## src/rtl/mult_arbiter.sv

```systemverilog
// rtl/mult_arbiter.sv - two-requester round-robin arbiter in front of a shared multiplier datapath
// Optional abort of a stalled datapath: define MULT_TIMEOUT_EN.
module mult_arbiter #(
    parameter int WIDTH   = 4,
    parameter int TIMEOUT = 16
) (
    input  logic                 i_clock,
    input  logic                 i_reset,
    input  logic                 i_req0,
    input  logic                 i_req1,
    input  logic [WIDTH-1:0]     i_a0,
    input  logic [WIDTH-1:0]     i_b0,
    input  logic [WIDTH-1:0]     i_a1,
    input  logic [WIDTH-1:0]     i_b1,
    input  logic                 i_ack0,
    input  logic                 i_ack1,
    input  logic                 i_mul_done,
    input  logic [2*WIDTH-1:0]   i_mul_product,
    output logic                 o_gnt0,
    output logic                 o_gnt1,
    output logic                 o_rsp_valid0,
    output logic                 o_rsp_valid1,
    output logic [2*WIDTH-1:0]   o_rsp_product,
    output logic                 o_rsp_err,
    output logic                 o_mul_start,
    output logic [WIDTH-1:0]     o_mul_m,
    output logic [WIDTH-1:0]     o_mul_q,
    output logic                 o_busy
);

    typedef enum logic [1:0] {S_IDLE, S_LAUNCH, S_WAIT, S_RESP} state_t;

    state_t               r_state;
    state_t               w_next;
    logic                 r_owner;
    logic                 r_last;
    logic                 r_seen_low;
    logic [WIDTH-1:0]     r_mul_m;
    logic [WIDTH-1:0]     r_mul_q;
    logic [2*WIDTH-1:0]   r_rsp_product;
    logic                 w_winner;
    logic                 w_capture;
    logic                 w_ack;
    logic                 w_timeout;

    // r_last resets to 1 so requester 0 wins the first contention.
    assign w_winner  = (i_req0 && i_req1) ? ~r_last : ~i_req0;
    // A done level already high at launch belongs to the previous operation.
    assign w_capture = (r_state == S_WAIT) && i_mul_done && r_seen_low;
    assign w_ack     = r_owner ? i_ack1 : i_ack0;

`ifdef MULT_TIMEOUT_EN
    localparam int                 CW   = $clog2(TIMEOUT + 1);
    localparam logic [CW-1:0]      TMAX = CW'(TIMEOUT - 1);

    logic [CW-1:0] r_cnt;
    logic          r_rsp_err;

    assign w_timeout = (r_state == S_WAIT) && !w_capture && (r_cnt == TMAX);
    assign o_rsp_err = r_rsp_err;

    always_ff @(posedge i_clock) begin
        if (i_reset) begin
            r_cnt     <= '0;
            r_rsp_err <= 1'b0;
        end else begin
            if (r_state == S_LAUNCH)
                r_cnt <= '0;
            else if (r_state == S_WAIT)
                r_cnt <= r_cnt + 1'b1;
            if (w_capture)
                r_rsp_err <= 1'b0;
            else if (w_timeout)
                r_rsp_err <= 1'b1;
        end
    end
`else
    // Counter is compiled out; TIMEOUT stays on the interface for build compatibility.
    assign w_timeout = 1'b0 && (TIMEOUT > 0);
    assign o_rsp_err = 1'b0;
`endif

    always_comb begin
        w_next = r_state;
        case (r_state)
            S_IDLE:   if (i_req0 || i_req1) w_next = S_LAUNCH;
            S_LAUNCH: w_next = S_WAIT;
            S_WAIT:   if (w_capture || w_timeout) w_next = S_RESP;
            S_RESP:   if (w_ack) w_next = S_IDLE;
            default:  w_next = S_IDLE;
        endcase
    end

    always_ff @(posedge i_clock) begin
        if (i_reset) begin
            r_state       <= S_IDLE;
            r_owner       <= 1'b0;
            r_last        <= 1'b1;
            r_seen_low    <= 1'b0;
            r_mul_m       <= '0;
            r_mul_q       <= '0;
            r_rsp_product <= '0;
        end else begin
            r_state <= w_next;
            case (r_state)
                S_IDLE: if (i_req0 || i_req1) begin
                    r_owner <= w_winner;
                    r_last  <= w_winner;
                    r_mul_m <= w_winner ? i_a1 : i_a0;
                    r_mul_q <= w_winner ? i_b1 : i_b0;
                end
                S_LAUNCH: r_seen_low <= 1'b0;
                S_WAIT: begin
                    if (!i_mul_done)
                        r_seen_low <= 1'b1;
                    if (w_capture)
                        r_rsp_product <= i_mul_product;
                    else if (w_timeout)
                        r_rsp_product <= '0;
                end
                default: ;
            endcase
        end
    end

    assign o_gnt0        = (r_state == S_LAUNCH) && !r_owner;
    assign o_gnt1        = (r_state == S_LAUNCH) &&  r_owner;
    assign o_mul_start   = (r_state == S_LAUNCH);
    assign o_rsp_valid0  = (r_state == S_RESP) && !r_owner;
    assign o_rsp_valid1  = (r_state == S_RESP) &&  r_owner;
    assign o_busy        = (r_state != S_IDLE);
    assign o_mul_m       = r_mul_m;
    assign o_mul_q       = r_mul_q;
    assign o_rsp_product = r_rsp_product;

endmodule

```

## config.mk

```make
export PLATFORM = sky130hd
export DESIGN_NAME = mult_arbiter
export DESIGN_NICKNAME = d
export VERILOG_FILES = /design/src/rtl/mult_arbiter.sv
export SDC_FILE = /design/constraint.sdc
export NUM_CORES = 1
export LEC_CHECK = 0
export CORE_MARGIN = 3
export CORE_UTILIZATION = 30
export CTS_BUF_LIST = sky130_fd_sc_hd__clkbuf_8
export CTS_CLUSTER_SIZE = 14
export DETAILED_ROUTE_END_ITERATION = 8
export SLEW_MARGIN = 20
export SYNTH_ARGS = -nofsm -noshare
export SYNTH_HDL_FRONTEND = slang
export SYNTH_SLANG_ARGS = --single-unit
```

## constraint.sdc

```tcl
create_clock -name i_clock -period 1.4 [get_ports i_clock]
set_input_delay 0.28 -clock i_clock [delete_from_list [all_inputs] [get_ports i_clock]]
set_output_delay 0.28 -clock i_clock [all_outputs]
set_load 0.01 [all_outputs]
```

# Yosys cells after proc, flatten, opt, wreduce, memory -nomap -nowiden

Cells that the tools add are included.
Widths: inputs -> output; s select.

Word-level logic and storage cells: 42
Input bits: 31
Bits in registers: 21
Output and inout port bits: 23

Reductions and logical operators: 16
Bitwise logic cells: 2
Equal/unequal tests: 7
Mux-type cells: 10

Operator list:

| kind               | count |
|---|---|
| $mux 4             | 2 |
| $ne 2x2->1 const B | 4 |
| $pmux 2 s4         | 1 |
| $logic_and 1x1->1  | 7 |
| $mux 2             | 3 |
| $reduce_and 2->1   | 3 |
| $eq 2x2->1 const B | 2 |
| $reduce_bool 2->1  | 2 |
| $mux 1             | 3 |
| $reduce_and 3->1   | 1 |
| $eq 2x1->1 const B | 1 |
| $logic_not 2->1    | 1 |
| $not 1->1          | 2 |
| $pmux 1 s2         | 1 |
| $logic_not 1->1    | 1 |
| $logic_or 1x1->1   | 1 |

# Depth between registers and ports, before layout

Gate-level depths: netlist of the first run.

Word-level depth: 5
Mapped depth: 7
Depth with buffers taken out: 5

# Worst setup path after synthesis of the first run

No wires, ideal clock.

Path type: reg-to-reg
From: reg r_state[0]
To: reg r_state[0]
Path slack: -29 ps
Path buffers: 0
Required time: 1328 ps
Setup time: 72 ps
Cell stages (with the launch flop): 6
Clock period less this slack: 1429 ps
Data arrival time: 1357 ps
Cells stage by stage: dfxtp_1 -> inv_1 -> ha_1 -> nor3b_1 -> a2111oi_4 -> mux2i_1

Cells in the longest elaborated chain, start to end: 5
Elaborated cells on any way between the ends: 11
Classes of those cells: eq/ne (6); mux (1); reduce/logical (4)

Ends and longest elaborated chain:

| element                        | line   | text |
|---|---|---|
| start: declaration             | 33     | `state_t r_state;` |
| start signal: assignment       | 104    | `r_state <= w_next;` |
| $eq 2x2->1                     | 49, 85 |  |
| $logic_and 1x1->1 (2 in a row) | 49     | `assign w_capture = (r_state == S_WAIT) && i_mul_done && r_seen_low;` |
| $ne 2x2->1 (no line)           | --     |  |
| $reduce_and 3->1 (no line)     | --     |  |

Several ways; a longest one is shown, not always the timed one.
A chain may end at the register's enable or synchronous reset.

# Final worst setup path of the first run

From: reg r_state[1]
To: out o_gnt0

Cells in the longest elaborated chain, start to end: 2

Ends and longest elaborated chain:

| element           | line | text |
|---|---|---|
| $eq 2x1->1        | 126  | `assign o_gnt0 = (r_state == S_LAUNCH) && !r_owner;` |
| $logic_and 1x1->1 | 126  |  |
| end: declaration  | 19   | `output logic o_gnt0,` |

Every way passes these cells.

==> results of run 1 <==
-- where the power goes --
part	switching [mW]	internal [mW]	total (mW)
combinational	0.605	0.730	1.34
sequential	0.115	0.739	0.854
clock	0.195	0.195	0.390
total	0.915	1.66	2.58
-- tightest hold or removal path: stages, from the launching register on --
cell and delay, ns:
dfxtp_1 0.32, mux2i_1 0.07, nor2_1 0.07
-- timing repair --
item                                    4_1_cts  5_1_grt
endpoints found under the setup margin       32       20
buffers inserted                              1        1
gates resized for setup                      57       14
gates cloned                                  0        1
pin swaps                                     2        1
hold buffers                                  0        0
-- layer usage --
layer | GRT usage, % | routed length (um) | vias up
li1 | - | - | 519
met1 | 16.28 | 1317 | 483
met2 | 21.23 | 1483 | 21
met3 | 1.997 | 117 | 2
met4 | 3.797 | 27 | 0
met5 | 0 | 0 | -
-- cells in the final DEF (no fill, tap or decap), drive strengths merged --
cell,Yosys,layout
clkdlybuf4s50,0,29
dfxtp,21,21
nor2,19,19
buf,4,19
dlygate4sd2,0,16
mux2i,10,10
o21ai,9,9
nand3b,8,8
a311oi,8,8
inv,6,6
nand2b,4,4
ha,4,4
clkbuf,2,3
nor2b,2,3
o21bai,2,2
and2,2,2
nor3b,2,2
nor3,2,2
o21a,1,1
clkinvlp,0,1
nand3,1,1
a21boi,1,1
a2111oi,1,1
a21oi,1,1
conb,1,1
dlymetal6s2s,1,1
-- worst max path at each step --
stage | start | to | slack [ns] | cells after the start
final | r_state[1]$_SDFFE_PP0P_ | o_gnt0 | -0.05 | 5
after global routing | r_state[0]$_SDFFE_PP0P_ | r_state[1]$_SDFFE_PP0P_ | -0.12 | 5
after CTS | r_state[1]$_SDFFE_PP0P_ | o_gnt0 | -0.05 | 5
after detailed placement | i_req1 | o_mul_m[2]$_SDFFE_PP0P_ | -0.26 | 4
after global placement | i_req1 | o_mul_q[2]$_SDFFE_PP0P_ | -0.19 | 4
after floorplan | r_state[0]$_SDFFE_PP0P_ | r_state[0]$_SDFFE_PP0P_ | 0.02 | 5
-- registers in the layout (all words and copies together) (netlist names) --
| signal | flops |
|---|---|
| o_rsp_product | 8 |
| r_last | 1 |
| o_mul_q | 4 |
| r_state | 2 |
| r_seen_low | 1 |
| r_owner | 1 |
| o_mul_m | 4 |
-- logic make-up (layout without fill, tap and decap cells) --
family	count (synthesis)	after routing	share of synthesized area [%]
adders and majority gates	4	4	4.459
buffers and inverters	13	75	8.360
other	1	1	0.3341
and+or+nand+nor	40	41	20.18
muxes	10	10	8.919
AOI/OAI and AO/OA	23	23	20.29
DFF	21	21	37.46
-- final cells by class --
type,instances,area [um^2]
clock buffer,3,41.29
clock inverter,1,3.754
fill,329,1618
inverter,6,28.78
multi-input combinational,79,691.9
sequential,21,427.9
tap,46,57.56
timing repair buffer,65,599.3
-- metrics by stage --
| stage | total power, mW | setup slack [ns] | instance area [um^2] |
|---|---|---|---|
| 4_1_cts | 2.527 | -0.05219 | 1809 |
| 3_5_place_dp | 2.105 | -0.2624 | 1747 |
| 6_report | 2.579 | -0.04661 | 1851 |
| 3_3_place_gp | 2.071 | -0.1878 | 1747 |
| 2_1_floorplan | 1.562 | 0.02400 | 1125 |
| 5_1_grt | 2.751 | -0.1162 | 1851 |
==> flow_metrics.tcl, run 1 <==
set metrics [dict create \
    seq_area_frac_synth_pct 37.46 \
    drv_cap 0 \
    clkTransAtPathRegs_ns 0.08 \
    final_util_pct 53.36 \
    whs_path_depth 2 \
    hold_start "o_rsp_product[7]$_SDFFE_PP0P_" \
    setup_viol 4 \
    synth_edf_count 0 \
    worst-setup-path-type "reg -> out" \
    cts_root_buffer "clkbuf_8" \
    clk_latency_ns 0.26 \
    placed_cells_incl_taps 215 \
    antenna_cells 0 \
    violations "negative setup slack" \
    grt_pass1_wl_mm 4.409 \
    critPathMaxFanout 3 \
    place_hpwl_mm 2.235 \
    crit_required_ns 1.12 \
    power_density_mw_per_mm2 1394 \
    synth_warnings 0 \
    clock_skew_ns 0.003264 \
    coreArea_mm2 0.003468 \
    overflow 0 \
    avgSynthCellArea_um2 10.02 \
    cts_buffer_depth 2 \
    r2r_slack_ns -0.04 \
    grt_max_degree 19 \
    pin_count 54 \
    synth_most_common_cell "dfxtp_1" \
    h-tree-depth 1 \
    synthTopCellsByArea "dfxtp_1 37%, a311oi_2 11%, mux2i_1 8.9%, nor2_1 6.4%, nand3b_1 5.4%" \
    fmax_mhz 691.3 \
    synth_top_area_cell "dfxtp_1" \
    irDropWorstVdd_v 0.0005753 \
    grt_pass1_vias 955 \
    synthFlopType "dfxtp_1" \
    die_h_um 67.17 \
    via_count 1025 \
    drc 0 \
    drt-initial-drc-count 23 \
    yosysTopAreaCellShare_pct 37.46 \
    antenna_found_initial 0 \
    cp_top_family "flip-flops" \
    synth_cells 112 \
    r2r-end "r_state[1]$_SDFFE_PP0P_" \
    status "finished, violations left" \
    ys_types 28 \
    power.leakage_nw 0.8366 \
    cp_slowest_cell "dfxtp_4" \
    wirelength_mm 2.945 \
    period_needed_ns 1.447 \
    crit_arrival_ns 1.17 \
    start_kind "register" \
    die_area_mm2 0.004511 \
    hold_class "reg -> reg" \
    place.gp.congestion 0.6577 \
    setup_tns_ns -0.1194 \
    finalCritPeriodShare_pct 103.3 \
    finalMaxSlewViolations 0 \
    synthArstFlopShare_pct 0 \
    num_rows 21 \
    synth-seq-cells 21 \
    numClockSinks 21 \
    wire_per_inst_um 13.33 \
    cts_tree "yes" \
    numPortBuffers 52 \
    final_nets 211 \
    timing.rr.start "r_state[0]$_SDFFE_PP0P_" \
    area_growth_pct 64.88 \
    fp.dieW_um 67.17 \
    crit_buf_inv 3 \
    worst_slack_ns -0.04661 \
    path_cells "inv_2 -> ha_2 -> inv_1 -> nor2_1 -> buf_2" \
    syn-cell-area_mm2 0.001122 \
    whs_endpoint "o_rsp_product[7]$_SDFFE_PP0P_" \
    timing.hold.ws_ns 0.4927 \
    ant_nets 0 \
    drt_first_pass_iters 4 \
    synthTopCellsByCount "21 x dfxtp_1, 19 x nor2_1, 10 x mux2i_1" \
    finalHoldViolCount 0 \
    numCtsBuffers 3 \
    start_util_pct 32.36 \
    grt_usage_pct 12.53 \
    crit_path_end_kind "output pin" \
    vias_per_cell 4.638 \
    drive_above_1_share_pct 26.86 \
    ff2ff_path_depth 5 \
    rsz0062_at_grt "yes" \
    cp_slowest_stage_delay_ns 0.36 \
    synthesis.nets 147 \
    fin_cells 221 \
]
Note: power is estimated with default switching activity, not from simulation.
==> run 2, diff against run 1 <==
--- a/config.mk
+++ b/config.mk
@@ -10,6 +10,7 @@
 export CTS_BUF_LIST = sky130_fd_sc_hd__clkbuf_8
 export CTS_CLUSTER_SIZE = 14
 export DETAILED_ROUTE_END_ITERATION = 8
+export PLACE_DENSITY = 0.61
 export SLEW_MARGIN = 20
 export SYNTH_ARGS = -nofsm -noshare
 export SYNTH_HDL_FRONTEND = slang
==> flow_metrics.tcl, run 2 (same netlist as run 1, synthesis figures left out) <==
set metrics [dict create \
    status "finished, violations left" \
    violations "negative setup slack" \
    die_area_mm2 0.004511 \
    cp_top_family "flip-flops" \
    cts_buffer_depth 2 \
    vias_per_cell 4.763 \
    setup_viol 4 \
    top_layer "met4" \
    p_switching_uw 958.3 \
    seq_area_um2 427.9 \
    finalMaxSlewViolations 0 \
    numCtsBuffers 3 \
    antenna_cells 0 \
    worstSetupPathDepth 4 \
    p_comb_share_pct 54.5 \
    wl_met3_um 112 \
    final_cell_mix "29 x clkdlybuf4s50_1, 19 x nor2_1, 19 x dfxtp_1, 17 x dlygate4sd2_1, 11 x buf_4" \
    h-tree-depth 1 \
    drc 0 \
    cp_slowest_cell "dfxtp_4" \
    pin_count 54 \
    intPower_mw 1.755 \
    cts_root_buffer "clkbuf_8" \
    crit_arrival_ns 1.21 \
    crit_path_end_kind "output pin" \
    coreArea_mm2 0.003468 \
    die_h_um 67.17 \
    fmax_mhz 672.9 \
    num_rows 21 \
    overflow 0 \
    drv_cap 0 \
    final_nets 214 \
    grt_pass1_vias 1059 \
    irDropWorstVdd_v 0.0005382 \
    multi_input_comb_area_um2 709.4 \
    wire_per_inst_um 13.52 \
    largest_reg_flops 8 \
    grt_max_degree 19 \
    crit_buf_inv 2 \
    numPortBuffers 52 \
    drive_above_1_share_pct 28.65 \
    clk_latency_ns 0.26 \
    numClockSinks 21 \
    area_growth_pct 68.90 \
    drt_first_pass_iters 4 \
    place_hpwl_mm 2.278 \
    period_needed_ns 1.486 \
    timing.hold.ws_ns 0.4954 \
    worst_slack_ns -0.08605 \
    nFillCells 332 \
    whs_path_depth 2 \
    via_count 1067 \
    cts_tree "yes" \
    path_cells "buf_4 -> ha_4 -> and2_1 -> buf_2" \
    finalCritPeriodShare_pct 106.1 \
    power.leakage_nw 0.8577 \
    drt-initial-drc-count 34 \
    start_kind "register" \
    grt_pass1_wl_mm 4.705 \
    place_area_mm2 0.001727 \
    grt_usage_pct 13.60 \
    swShare_pct 35.31 \
    ant_nets 0 \
    wl_met2_mm 1.570 \
    power_density_mw_per_mm2 1432 \
    start_util_pct 32.36 \
    place.gp.congestion 0.6614 \
    clock_skew_ns 0.006202 \
    final_area_mm2 0.001896 \
    cts-hold-fix-buffers 0 \
    pwr-share-seq_pct 31.2 \
    hold_class "reg -> reg" \
    ff2ff_path_depth 6 \
    power.share.clock_pct 14.3 \
    worst-setup-path-type "reg -> out" \
    finalHoldViolCount 0 \
    critPathMaxFanout 4 \
    wirelength_mm 3.028 \
    fin_cells 224 \
    clkTransAtPathRegs_ns 0.07 \
    crit_required_ns 1.12 \
    fp.dieW_um 67.17 \
    placed_cells_incl_taps 214 \
    cp_slowest_stage_delay_ns 0.37 \
    layout_commonest_cell "clkdlybuf4s50_1" \
    m1WireLength_mm 1.297 \
    antenna_found_initial 0 \
    rsz0062_at_grt "yes" \
]
-- run 2: changes by cell type in the layout (fill, tap and decap cells not counted), sizes merged --
cell          delta
clkinvlp         -1
clkbuf           +2
inv              +1
dlymetal6s2s     -1
buf              +1
dlygate4sd2      +1
-- run 2: final timing paths --
check | from | slack, ns | end
worst min register to register | o_rsp_product[3]$_SDFFE_PP0P_ | 0.50 | o_rsp_product[3]$_SDFFE_PP0P_
worst max register to register | r_state[0]$_SDFFE_PP0P_ | -0.07 | r_state[1]$_SDFFE_PP0P_
worst min-delay path | o_rsp_product[3]$_SDFFE_PP0P_ | 0.50 | o_rsp_product[3]$_SDFFE_PP0P_
worst max-delay path | r_state[0]$_SDFFE_PP0P_ | -0.09 | o_gnt1
-- run 2: per-stage QoR --
| step | power [mW] | setup TNS, ns | worst slack [ns] | utilization [%] |
|---|---|---|---|---|
| 4_1_cts | 2.547 | -0.3759 | -0.09959 | 52.71 |
| 3_3_place_gp | 2.057 | -3.205 | -0.1732 | 49.78 |
| 6_report | 2.714 | -0.2573 | -0.08605 | 54.65 |
| 2_1_floorplan | 1.562 | 0 | 0.02400 | - |
| 3_5_place_dp | 2.095 | -4.027 | -0.2486 | 49.78 |
| 5_1_grt | 2.900 | -0.5743 | -0.1307 | 54.65 |
-- run 2: power groups by stage --
stage	combinational (mW)	clock, mW	sequential, mW
floorplan	0.713	0	0.849
global route	1.61	0.428	0.867
CTS	1.31	0.402	0.832
finish	1.48	0.388	0.847
global placement	1.24	0	0.815
detailed placement	1.27	0	0.823
-- run 2: timing repair --
action,in CTS,in global routing
setup buffers,3,1
gates resized for setup,52,17
endpoints found under the setup margin,40,24
cloned,1,1
pin swaps,2,1
-- run 2: worst reg2reg max path: cells and delay by family (launching register included) --
kind                     cells  cell delay (ns)
flip-flops                   1             0.39
multiplexers                 1             0.22
buffers and inverters        2             0.16
adder cells (fa/ha/maj)      1             0.15
AO/OA/AOI/OAI                2             0.48
-- run 2: area by class of cell --
class	count	area share, %
clock buffers	3	2.178
well taps	46	3.036
inverters	6	1.320
clock inverters	1	0.1980
multi-input cells	79	37.43
flip-flops and latches	21	22.57
repair buffers	68	33.27
-- run 2: routing by layer --
| layer | vias up | track usage, % |
|---|---|---|
| met3 | 4 | 0.9983 |
| met2 | 22 | 24.66 |
| met4 | 0 | 5.570 |
| li1 | 524 | - |
| met1 | 517 | 16.46 |
| met5 | - | 0 |
